**src/rtl/alu_pkg.sv**
```systemverilog
// Shared ALU control-code contract used by the control decoder and the execution unit.
package alu_pkg;

  localparam logic [2:0] ALU_ADD = 3'b000;
  localparam logic [2:0] ALU_SUB = 3'b001;
  localparam logic [2:0] ALU_AND = 3'b010;
  localparam logic [2:0] ALU_OR  = 3'b011;
  localparam logic [2:0] ALU_SLT = 3'b101;

  typedef struct packed {
    logic zero;
    logic overflow;
    logic illegal;
  } alu_flags_t;

  function automatic logic is_legal_op(input logic [2:0] op);
    return (op == ALU_ADD) || (op == ALU_SUB) || (op == ALU_AND) ||
           (op == ALU_OR)  || (op == ALU_SLT);
  endfunction

endpackage

```
**src/rtl/alu_exec_unit_core.sv**
```systemverilog
// Combinational ALU: maps (op, a, b) to result, signed overflow and illegal-code flag.
module alu_core
  import alu_pkg::*;
#(
  parameter int unsigned WIDTH = 32
) (
  input  logic [2:0]       op,
  input  logic [WIDTH-1:0] a,
  input  logic [WIDTH-1:0] b,
  output logic [WIDTH-1:0] result,
  output logic             overflow,
  output logic             illegal
);

  localparam int unsigned MSB = WIDTH - 1;

  logic [WIDTH-1:0] sum;
  logic [WIDTH-1:0] diff;
  logic             v_add;
  logic             v_sub;

  // Subtraction shares one adder form (A + ~B + 1); carry-out is dropped.
  assign sum   = a + b;
  assign diff  = a + ~b + WIDTH'(1);
  assign v_add = (a[MSB] == b[MSB]) && (sum[MSB] != a[MSB]);
  assign v_sub = (a[MSB] != b[MSB]) && (diff[MSB] != a[MSB]);

  always_comb begin
    result   = '0;
    overflow = 1'b0;
    illegal  = !is_legal_op(op);
    case (op)
      ALU_ADD: begin
        result   = sum;
        overflow = v_add;
      end
      ALU_SUB: begin
        result   = diff;
        overflow = v_sub;
      end
      ALU_AND: result = a & b;
      ALU_OR:  result = a | b;
      // Signed less-than from the subtractor: N xor V; overflow itself is not reported.
      ALU_SLT: result = {{(WIDTH-1){1'b0}}, diff[MSB] ^ v_sub};
      default: result = '0;
    endcase
  end

endmodule

```
**src/rtl/alu_exec_unit.sv**
```systemverilog
// Two-stage valid/ready ALU execution pipeline with completed-operation counter.
module alu_exec_unit
  import alu_pkg::*;
#(
  parameter int unsigned WIDTH = 32,
  parameter int unsigned CNT_W = 16
) (
  input  logic             clk,
  input  logic             rst_n,
  input  logic             in_valid,
  output logic             in_ready,
  input  logic [2:0]       alu_control,
  input  logic [WIDTH-1:0] src_a,
  input  logic [WIDTH-1:0] src_b,
  output logic             out_valid,
  input  logic             out_ready,
  output logic [WIDTH-1:0] result,
  output logic             zero,
  output logic             overflow,
  output logic             illegal,
  output logic [CNT_W-1:0] op_count
);

  logic             s1_valid;
  logic [2:0]       s1_op;
  logic [WIDTH-1:0] s1_a;
  logic [WIDTH-1:0] s1_b;

  logic [WIDTH-1:0] core_result;
  logic             core_overflow;
  logic             core_illegal;

  alu_flags_t       s2_flags;

  logic             s1_load;
  logic             s2_load;

  alu_core #(
    .WIDTH (WIDTH)
  ) u_core (
    .op       (s1_op),
    .a        (s1_a),
    .b        (s1_b),
    .result   (core_result),
    .overflow (core_overflow),
    .illegal  (core_illegal)
  );

  // S2 refills in the same edge it drains, so a full pipe streams without bubbles.
  assign s2_load  = s1_valid && (!out_valid || out_ready);
  assign in_ready = !s1_valid || s2_load;
  assign s1_load  = in_valid && in_ready;

  assign zero     = s2_flags.zero;
  assign overflow = s2_flags.overflow;
  assign illegal  = s2_flags.illegal;

  always_ff @(posedge clk or negedge rst_n) begin
    if (!rst_n) begin
      s1_valid  <= 1'b0;
      s1_op     <= 3'b000;
      s1_a      <= '0;
      s1_b      <= '0;
      out_valid <= 1'b0;
      result    <= '0;
      s2_flags  <= '0;
      op_count  <= '0;
    end else begin
      if (s1_load) begin
        s1_valid <= 1'b1;
        s1_op    <= alu_control;
        s1_a     <= src_a;
        s1_b     <= src_b;
      end else if (s2_load) begin
        s1_valid <= 1'b0;
      end

      if (s2_load) begin
        out_valid         <= 1'b1;
        result            <= core_result;
        s2_flags.zero     <= (core_result == '0);
        s2_flags.overflow <= core_overflow;
        s2_flags.illegal  <= core_illegal;
      end else if (out_ready) begin
        out_valid <= 1'b0;
      end

      if (out_valid && out_ready) begin
        op_count <= op_count + CNT_W'(1);
      end
    end
  end

endmodule

```
**config.mk**
```make
export PLATFORM = sky130hd
export DESIGN_NAME = alu_exec_unit
export DESIGN_NICKNAME = d
export VERILOG_FILES = /design/src/rtl/alu_pkg.sv /design/src/rtl/alu_exec_unit_core.sv /design/src/rtl/alu_exec_unit.sv
export SDC_FILE = /design/constraint.sdc
export NUM_CORES = 1
export LEC_CHECK = 0
export CAP_MARGIN = 15
export CORE_AREA = 2 2 135 137
export CTS_CLUSTER_SIZE = 20
export DETAILED_ROUTE_END_ITERATION = 12
export DIE_AREA = 0 0 137 139
export GPL_ROUTABILITY_DRIVEN = 0
export PLACE_DENSITY_LB_ADDON = 0.1
export SLEW_MARGIN = 20
export SYNTH_ARGS = -nofsm -noshare
export SYNTH_HDL_FRONTEND = slang
export SYNTH_SLANG_ARGS = --single-unit
```
**constraint.sdc**
```tcl
create_clock -name clk -period 6.65 [get_ports clk]
set_input_delay 0.9975 -clock clk [delete_from_list [all_inputs] [get_ports clk]]
set_output_delay 0.9975 -clock clk [all_outputs]
set_load 0.01 [all_outputs]
```
# After elaboration in Yosys (flattened, before gate mapping)
# Cells that the tools add are included.
# word_totals
register_bits,120
input_bits,71
out_inout_bits,53
wordCells,50
# op_classes
add_sub_neg,4
n_eq_ne,8
n_mux,6
bitwise_logic,4
reduce_logical,18
# ops
op,n
$pmux 32 s5,1
$add 32x32->32,2
$add 32x1->32 const B,1
$and 32x32->32,1
$logic_not 32->1,1
$not 32->32,1
$or 32x32->32,1
$add 16x1->16 const B,1
$eq 3x2->1 const B,2
$logic_or 1x1->1,6
$logic_and 1x1->1,5
$mux 1,4
$reduce_bool 2->1,2
$eq 3x1->1 const B,1
$eq 3x3->1 const B,1
$logic_not 1->1,3
$logic_not 3->1,1
$ne 1x1->1,3
$pmux 1 s2,1
$eq 1x1->1,1
$xor 1x1->1,1

# Longest topological paths before layout
# Gate-level depths: netlist (run 1).
# logic_depth
depth_word,8
ltp_mapped,25
ltp_nobuf,24

# By module
# From an unflattened synthesis (run 1), not the netlist that was laid out.
# hier_totals
cells_unflattened,1060
hier_area_um2,9773.1
# by_module_without_submodules
module,instances,cells_per_inst,area_each_um2,seq_area_each_um2
alu_core,1,770,5019.8,0.0
alu_exec_unit,1,290,4753.3,3002.9

# Worst setup path before layout (run 1)
# OpenSTA, ideal clock, no wires.
# synth_timing
kind,register -> register
from,reg s1_a[9]
to,"reg, netlist name zero"
setup_time_ns,0.066
arrival_time_ns,4.962
required_ns,6.584
slack_ns,1.622
stages_incl_launch_ff,25
path_buffers,1
synth_period_minus_slack_ns,5.028
cell_sequence,dfrtp_1 -> inv_1 -> ha_1 -> buf_6 -> or3_1 -> nand2b_1 -> o221ai_1 -> a2111o_1 -> a311oi_1 -> o21ai_0 -> a21oi_1 -> nor2_1 -> nor2_1 -> fa_1 -> mux2i_1 -> o22ai_1 -> a2111oi_0 -> nand4_1 -> a211oi_1 -> nand4_1 -> nor4_1 -> nand4_1 -> or4_1 -> nor4b_2 -> a32o_2
# synth_via
elab_chain_len,7
word_cells_on_any_way,10
classes_between,add/sub (3); eq/ne (1); mux (1); bitwise (3); reduce/logical (2)
# synth_lines
item,line_no,text
from (decl),alu_exec_unit.sv:26,logic [WIDTH-1:0] s1_a;
from (signal assigned),alu_exec_unit.sv:72,s1_a <= src_a;
$add 32x32->32,alu_exec_unit_core.sv:24,assign diff = a + ~b + WIDTH'(1);
$add 32x1->32,alu_exec_unit_core.sv:24,
$ne 1x1->1,alu_exec_unit_core.sv:26,assign v_sub = (a[MSB] != b[MSB]) && (diff[MSB] != a[MSB]);
$logic_and 1x1->1,alu_exec_unit_core.sv:26,
$xor 1x1->1,alu_exec_unit_core.sv:44,"ALU_SLT: result = {{(WIDTH-1){1'b0}}, diff[MSB] ^ v_sub};"
$pmux 32 s5 *,alu_exec_unit_core.sv:32,case (op)
$logic_not 32->1 *,alu_exec_unit.sv:81,s2_flags.zero <= (core_result == '0);
# Every way passes the cells marked *; elsewhere a longest branch is shown, timed or not.
# A chain may end at the register's enable or synchronous reset.

# Worst setup path after layout (run 1)
# layout_timing
from,reg s1_a[5]
to,"reg, netlist name zero"
# layout_via
elab_chain_len,7
word_cells_on_any_way,10
classes_between,add/sub (3); eq/ne (1); mux (1); bitwise (3); reduce/logical (2)
# layout_lines
item,line_no
$add 32x32->32,alu_exec_unit_core.sv:24
$add 32x1->32,alu_exec_unit_core.sv:24
$ne 1x1->1,alu_exec_unit_core.sv:26
$logic_and 1x1->1,alu_exec_unit_core.sv:26
$xor 1x1->1,alu_exec_unit_core.sv:44
$pmux 32 s5 *,alu_exec_unit_core.sv:32
$logic_not 32->1 *,alu_exec_unit.sv:81
# Marks and branches as above.

==> results.json, run 1 <==
{
  "status": "finished clean",
  "synthTopCellsByArea": "dfrtp_1 (31%), ha_1 (14%), mux2_2 (8.1%)",
  "final_cell_mix": "clkdlybuf4s50_1 (122), dfrtp_1 (119), ha_1 (104)",
  "vias_per_cell": 6.09,
  "yosys.area.top_type_share_pct": 31.4,
  "setup_tns_ns": 0,
  "postCtsHoldBufs": 0,
  "place_area_sq_um": 10900,
  "min_path_type": "flip-flop to flip-flop",
  "synth_top_area_cell": "dfrtp_1",
  "yosysSeqAreaShare_pct": 31.4,
  "r2r.worst_path.cells": 24,
  "clk_latency_ns": 0.44,
  "grt_overflow_total": 0,
  "grt_max_degree": 68,
  "r2r_slack_ns": 0.73,
  "syn_nets": 1246,
  "min_path_cells": 2,
  "max_freq_mhz": 169,
  "antenna_found_initial": 0,
  "synth_compound_area_share_pct": 21.3,
  "syn_area_sq_um": 9560,
  "area_growth_pct": 20.0,
  "yosys_warnings": 0,
  "end_kind": "flip-flop",
  "rows": 49,
  "die_w_microns": 137,
  "htreeDepth": 4,
  "min_period_ns": 5.92,
  "avgSynthCellArea_sq_um": 8.95,
  "initial_core_util_pct": 54.1,
  "drive_gt1_share_pct": 11.5,
  "power.density_nw_per_um2": 314,
  "final_common_cell": "clkdlybuf4s50_1",
  "worst_hold_path.endpoint": "result[2]",
  "post_cts_buffers": 0,
  "drv_cap": 0,
  "muxShareOfSynthArea_pct": 8.89,
  "drt-initial-drc-count": 808,
  "startpoint_type": "flip-flop",
  "finalNetCount": 1341,
  "grt_use_total_pct": 27.8,
  "final_max_slew_viol_count": 0,
  "hold_viol": 0,
  "cp.arrival_ns": 6.30,
  "dr.pass1.iters": 7,
  "numClockSinks": 120,
  "antennaDiodeCount": 0,
  "timing.slew.headroom_pct": 28.1,
  "syn_inst": 1068,
  "ir_drop_v": 0.000196,
  "hold_path.startpoint": "result[2]",
  "cts_resized": 0,
  "async_reset_ff_share_pct": 100,
  "crit_type": "flip-flop to flip-flop",
  "crit_fanout": 9,
  "cts_buffers": 17,
  "cts-root-buf": "clkbuf_16",
  "synthAdderAreaFrac_pct": 14.2,
  "die_height_microns": 139,
  "power_mw": 3.60,
  "setup.worst_path.start": "s1_a[5]",
  "core_region_area_sq_um": 17700,
  "design_area_sq_um": 11500,
  "path_clk_slew_ns": 0.07,
  "cts_tree": "done",
  "crit_required_ns": 7.03,
  "reg2reg_to": "zero",
  "grt_pass1_wl_mm": 42.1,
  "numPortBuffers": 123,
  "drtAntennaViolNets": 0,
  "synth_ff_type": "dfrtp_1",
  "nFillCells": 1516,
  "vias": 8556,
  "grt_pass1_vias": 8190,
  "die-area_sq_um": 19000,
  "p_leak_nw": 5.16,
  "drt-wirelength-per-cell_microns": 18.4,
  "synthSimpleGateAreaFrac_pct": 14.0,
  "drc": 0,
  "finalCritPeriodShare_pct": 89.0,
  "setup_viol": 0,
  "synth-edff-count": 0,
  "fin_util_pct": 65.0,
  "skew_ns": 0.0120,
  "hpwl_mm": 19.0,
  "synth_seq_cells": 120,
  "worstMarginPinSlew_ns": 1.05,
  "synth_top_family_by_area": "compound AO/OA/AOI/OAI gates",
  "worstReg2RegStart": "s1_a[5]",
  "boundaryPins": 124,
  "rsz0062_at_grt": "no",
  "totalWireLength_mm": 25.9,
  "ys_types": 84,
  "clock_path_buffers": 2,
  "synth-xor-area-share_pct": 3.76
}
## metal layers
layer	part of all wire [%]	global-route usage, %
met1	45	39.5
met5	0	0
met2	45	42.8
met4	2.0	8.25
met3	8.0	5.74
## synthesized netlist by cell type, types with 14 or more instances
cell type / count
o21ai_0: 62
a211oi_1: 16
a21oi_1: 65
buf_2: 14
a21o_1: 16
a31oi_1: 14
o31ai_1: 20
nor3_1: 17
nor2b_1: 14
nand2_1: 81
clkbuf_1: 33
nand2b_1: 14
mux2_2: 69
inv_1: 93
nor2_1: 73
xnor2_1: 29
dfrtp_1: 120
ha_1: 104
## cells by family (layout without fill, tap and decap cells)
group                      count (synthesis)  count (layout)
buffers and inverters                    151             259
and+or+nand+nor                          272             272
muxes                                     75              75
AOI/OAI and AO/OA                        302             302
adders and majority gates                107             107
xor gates and xnor gates                  41              41
DFF                                      120             120
## critical path, stage by stage (launching register included)
cell	delay (ns)
dfrtp_1	0.42
inv_1	0.06
ha_1	0.44
or2_4	0.31
o211ai_1	0.23
o21ai_0	0.16
o221ai_1	0.30
a2111o_1	0.22
a311oi_1	0.12
o21ai_0	0.28
a21oi_1	0.11
nor2_1	0.10
nor2_1	0.06
fa_1	0.38
mux2i_1	0.15
o22ai_1	0.09
a2111oi_0	0.53
nand4_1	0.17
a211oi_1	0.22
nand4_1	0.13
nor4_1	0.24
nand4_1	0.14
or4_1	0.50
nor4b_2	0.28
a32o_2	0.19
## state kept, by name (all words and copies together), names as in the netlist
name	cells
overflow	1
out_valid	1
zero	1
s1_b	32
s1_a	32
s1_op	3
illegal	1
s1_valid	1
result	32
op_count	16
## worst max path at each step
stage	depth (start not counted)	slack [ns]	to
floorplan	24	1.62	zero
global placement	24	1.08	zero
detailed placement	24	0.78	zero
CTS	24	0.77	zero
global route	24	0.18	zero
finish	24	0.73	zero
## per-stage QoR
step           worst slack [ns]  hold WS, ns  cells
6_report                  0.731        0.478   1405
5_1_grt                   0.180        0.503   1405
4_1_cts                   0.772        0.482   1405
3_5_place_dp              0.777        0.469   1373
3_3_place_gp               1.08        0.460   1373
2_1_floorplan              1.62        0.480   1068
## layout make-up
| type | count | area (sq um) | area share, % |
|---|---|---|---|
| multi-input cells | 797 | 5950 | 51.9 |
| flip-flops and latches | 120 | 3000 | 26.2 |
| repair buffers | 133 | 1300 | 11.4 |
| clock buffers | 17 | 425 | 3.71 |
| inverters | 94 | 353 | 3.07 |
| well taps | 229 | 287 | 2.50 |
| clock inverters | 15 | 149 | 1.30 |
## where the power goes
| part | switching (mW) | total [mW] | internal, mW |
|---|---|---|---|
| logic | 0.947 | 1.67 | 0.723 |
| registers | 0.147 | 1.01 | 0.867 |
| clock network | 0.419 | 0.917 | 0.499 |
Note: power is estimated with default switching activity, not from simulation.
==> run 2, diff against run 1 <==
- CORE_AREA: 2 2 135 137 -> 2 2 158 160
- DIE_AREA: 0 0 137 139 -> 0 0 160 162
==> results.json, run 2 (synthesis gave the netlist of run 1 again) <==
{
  "status": "finished clean",
  "totalWireLength_mm": 27.5,
  "startpoint_type": "flip-flop",
  "skew_ns": 0.00933,
  "worstMarginPinSlew_ns": 1.00,
  "reg_top3": "result x32, s1_a x32, s1_b x32",
  "nFillCells": 2399,
  "p_leak_nw": 5.14,
  "grt_max_degree": 68,
  "numPortBuffers": 123,
  "pwr-share-seq_pct": 27.8,
  "drtAntennaViolNets": 0,
  "switchingPower_mw": 1.52,
  "numClockSinks": 120,
  "area_growth_pct": 21.1,
  "clk_latency_ns": 0.43,
  "cts_resized": 0,
  "pwr-share-comb_pct": 46.5,
  "drv_cap": 0,
  "die_w_microns": 160,
  "r2r.worst_path.cells": 24,
  "drt-initial-drc-count": 681,
  "worstSetupPathDepth": 24,
  "finalCritPeriodShare_pct": 89.8,
  "drc": 0,
  "p_clk_share_pct": 25.7,
  "drive_gt1_share_pct": 11.3,
  "grt_pass1_wl_mm": 44.3,
  "boundaryPins": 124,
  "rows": 57,
  "seqCellArea_sq_um": 3000,
  "initial_core_util_pct": 39.7,
  "crit_type": "flip-flop to flip-flop",
  "grt_use_total_pct": 21.5,
  "path_clk_slew_ns": 0.07,
  "setup_tns_ns": 0,
  "cpPeakStageDelay_ns": 0.51,
  "finalNetCount": 1338,
  "worstReg2RegStart": "s1_a[5]",
  "clock_path_buffers": 2,
  "worst_hold_path.endpoint": "result[3]",
  "min_period_ns": 5.97,
  "final_common_cell": "clkdlybuf4s50_1",
  "cts_buffers": 17,
  "htreeDepth": 4,
  "setup_viol": 0,
  "cp.arrival_ns": 6.34,
  "cts-root-buf": "clkbuf_16",
  "crit_required_ns": 7.02,
  "power.density_nw_per_um2": 312,
  "grt_pass1_vias": 7995,
  "min_path_cells": 2,
  "final_cell_mix": "clkdlybuf4s50_1 (122), dfrtp_1 (119), ha_1 (104)",
  "crit_fanout": 9,
  "post_cts_buffers": 0,
  "crit_slowest_cell": "a2111oi_0",
  "cts_tree": "done",
  "place_area_sq_um": 11000,
  "design_area_sq_um": 11600,
  "end_kind": "flip-flop",
  "hpwl_mm": 20.3,
  "ir_drop_v": 0.000161,
  "rsz0062_at_grt": "no",
  "drt-wirelength-per-cell_microns": 18.4,
  "vias": 8236,
  "reg2reg_to": "zero",
  "multi_input_area_sq_um": 5960,
  "worst-path-buf-inv": 1,
  "crit_top_cell": "nand4_1",
  "p_sw_share_pct": 42.2,
  "antennaDiodeCount": 0,
  "antenna_found_initial": 0,
  "max_freq_mhz": 167,
  "final_max_slew_viol_count": 0,
  "die-area_sq_um": 25900,
  "core_region_area_sq_um": 24100,
  "dr.pass1.iters": 7,
  "hold_path.startpoint": "result[3]",
  "r2r_slack_ns": 0.68,
  "min_path_type": "flip-flop to flip-flop",
  "timing.slew.headroom_pct": 31.3,
  "path_cells": "inv_1 > ha_1 > or2_4 > o211ai_1 > o21ai_0 > o221ai_1 > a2111o_1 > a311oi_1 > o21ai_0 > a21oi_1 > nor2_1 > nor2_1 > fa_1 > mux2i_1 > o22ai_1 > a2111oi_0 > nand4_1 > a211oi_1 > nand4_1 > nor4_1 > nand4_1 > or4_1 > nor4b_2 > a32o_2",
  "p_int_mw": 2.09,
  "critPathTopFamily": "compound AO/OA/AOI/OAI gates",
  "vias_per_cell": 5.50,
  "hold_viol": 0,
  "die_height_microns": 162,
  "grt_overflow_total": 0,
  "postCtsHoldBufs": 0
}
[run 2: changes by cell type in the layout (fill, tap and decap cells not counted)]
cell / change
a21oi_1: -1
a21oi_2: +1
buf_4: -3
clkinv_4: -1
clkinvlp_4: +1
inv_6: -1
inv_8: +1
[run 2: layout make-up]
class                   count  area share [%]
clock buffers              17            3.67
clock inverters            15            1.30
inverters                  94            3.05
multi-input cells         797            51.5
flip-flops and latches    120            26.0
well taps                 324            3.50
repair buffers            130            11.1
[run 2: stage by stage]
stage | hold slack (ns) | power, mW | cells | setup slack (ns) | util (%)
6_report | 0.473 | 3.61 | 1497 | 0.675 | 48.0
5_1_grt | 0.506 | 3.85 | 1497 | 0.240 | 48.0
4_1_cts | 0.483 | 3.62 | 1497 | 0.687 | 48.0
3_5_place_dp | 0.469 | 2.68 | 1465 | 0.712 | 45.6
3_3_place_gp | 0.462 | 2.67 | 1465 | 1.03 | 45.6
2_1_floorplan | 0.480 | 2.11 | 1068 | 1.62 | -
[run 2: how the worst max path moves through the flow]
stage / startpoint / end / slack [ns]
after global routing: s1_b[5] / zero / 0.24
after CTS: s1_a[5] / zero / 0.69
after detailed placement: s1_a[5] / zero / 0.71
after global placement: s1_a[5] / zero / 1.03
after floorplan: s1_a[9] / zero / 1.62
final: s1_a[5] / zero / 0.68
[run 2: power groups by stage]
stage | clock network (mW) | logic [mW] | registers, mW
2_1_floorplan | 0 | 1.10 | 1.01
3_5_place_dp | 0 | 1.66 | 1.02
3_3_place_gp | 0 | 1.66 | 1.01
4_1_cts | 0.948 | 1.67 | 1.00
6_report | 0.929 | 1.68 | 1.00
5_1_grt | 0.985 | 1.84 | 1.03
[run 2: routing by layer]
layer  share of wire (%)  vias up  GRT usage [%]
li1                    -     3993              -
met5                   0        -              0
met3                 6.0       34           3.37
met1                  49     3950           31.1
met4                 2.1        0           6.88
met2                  43      259           32.9
[run 2: tightest hold or removal path, stage by stage (launching register included)]
cell	delay, ns
dfrtp_1	0.34
nand2_1	0.04
o21ai_0	0.06
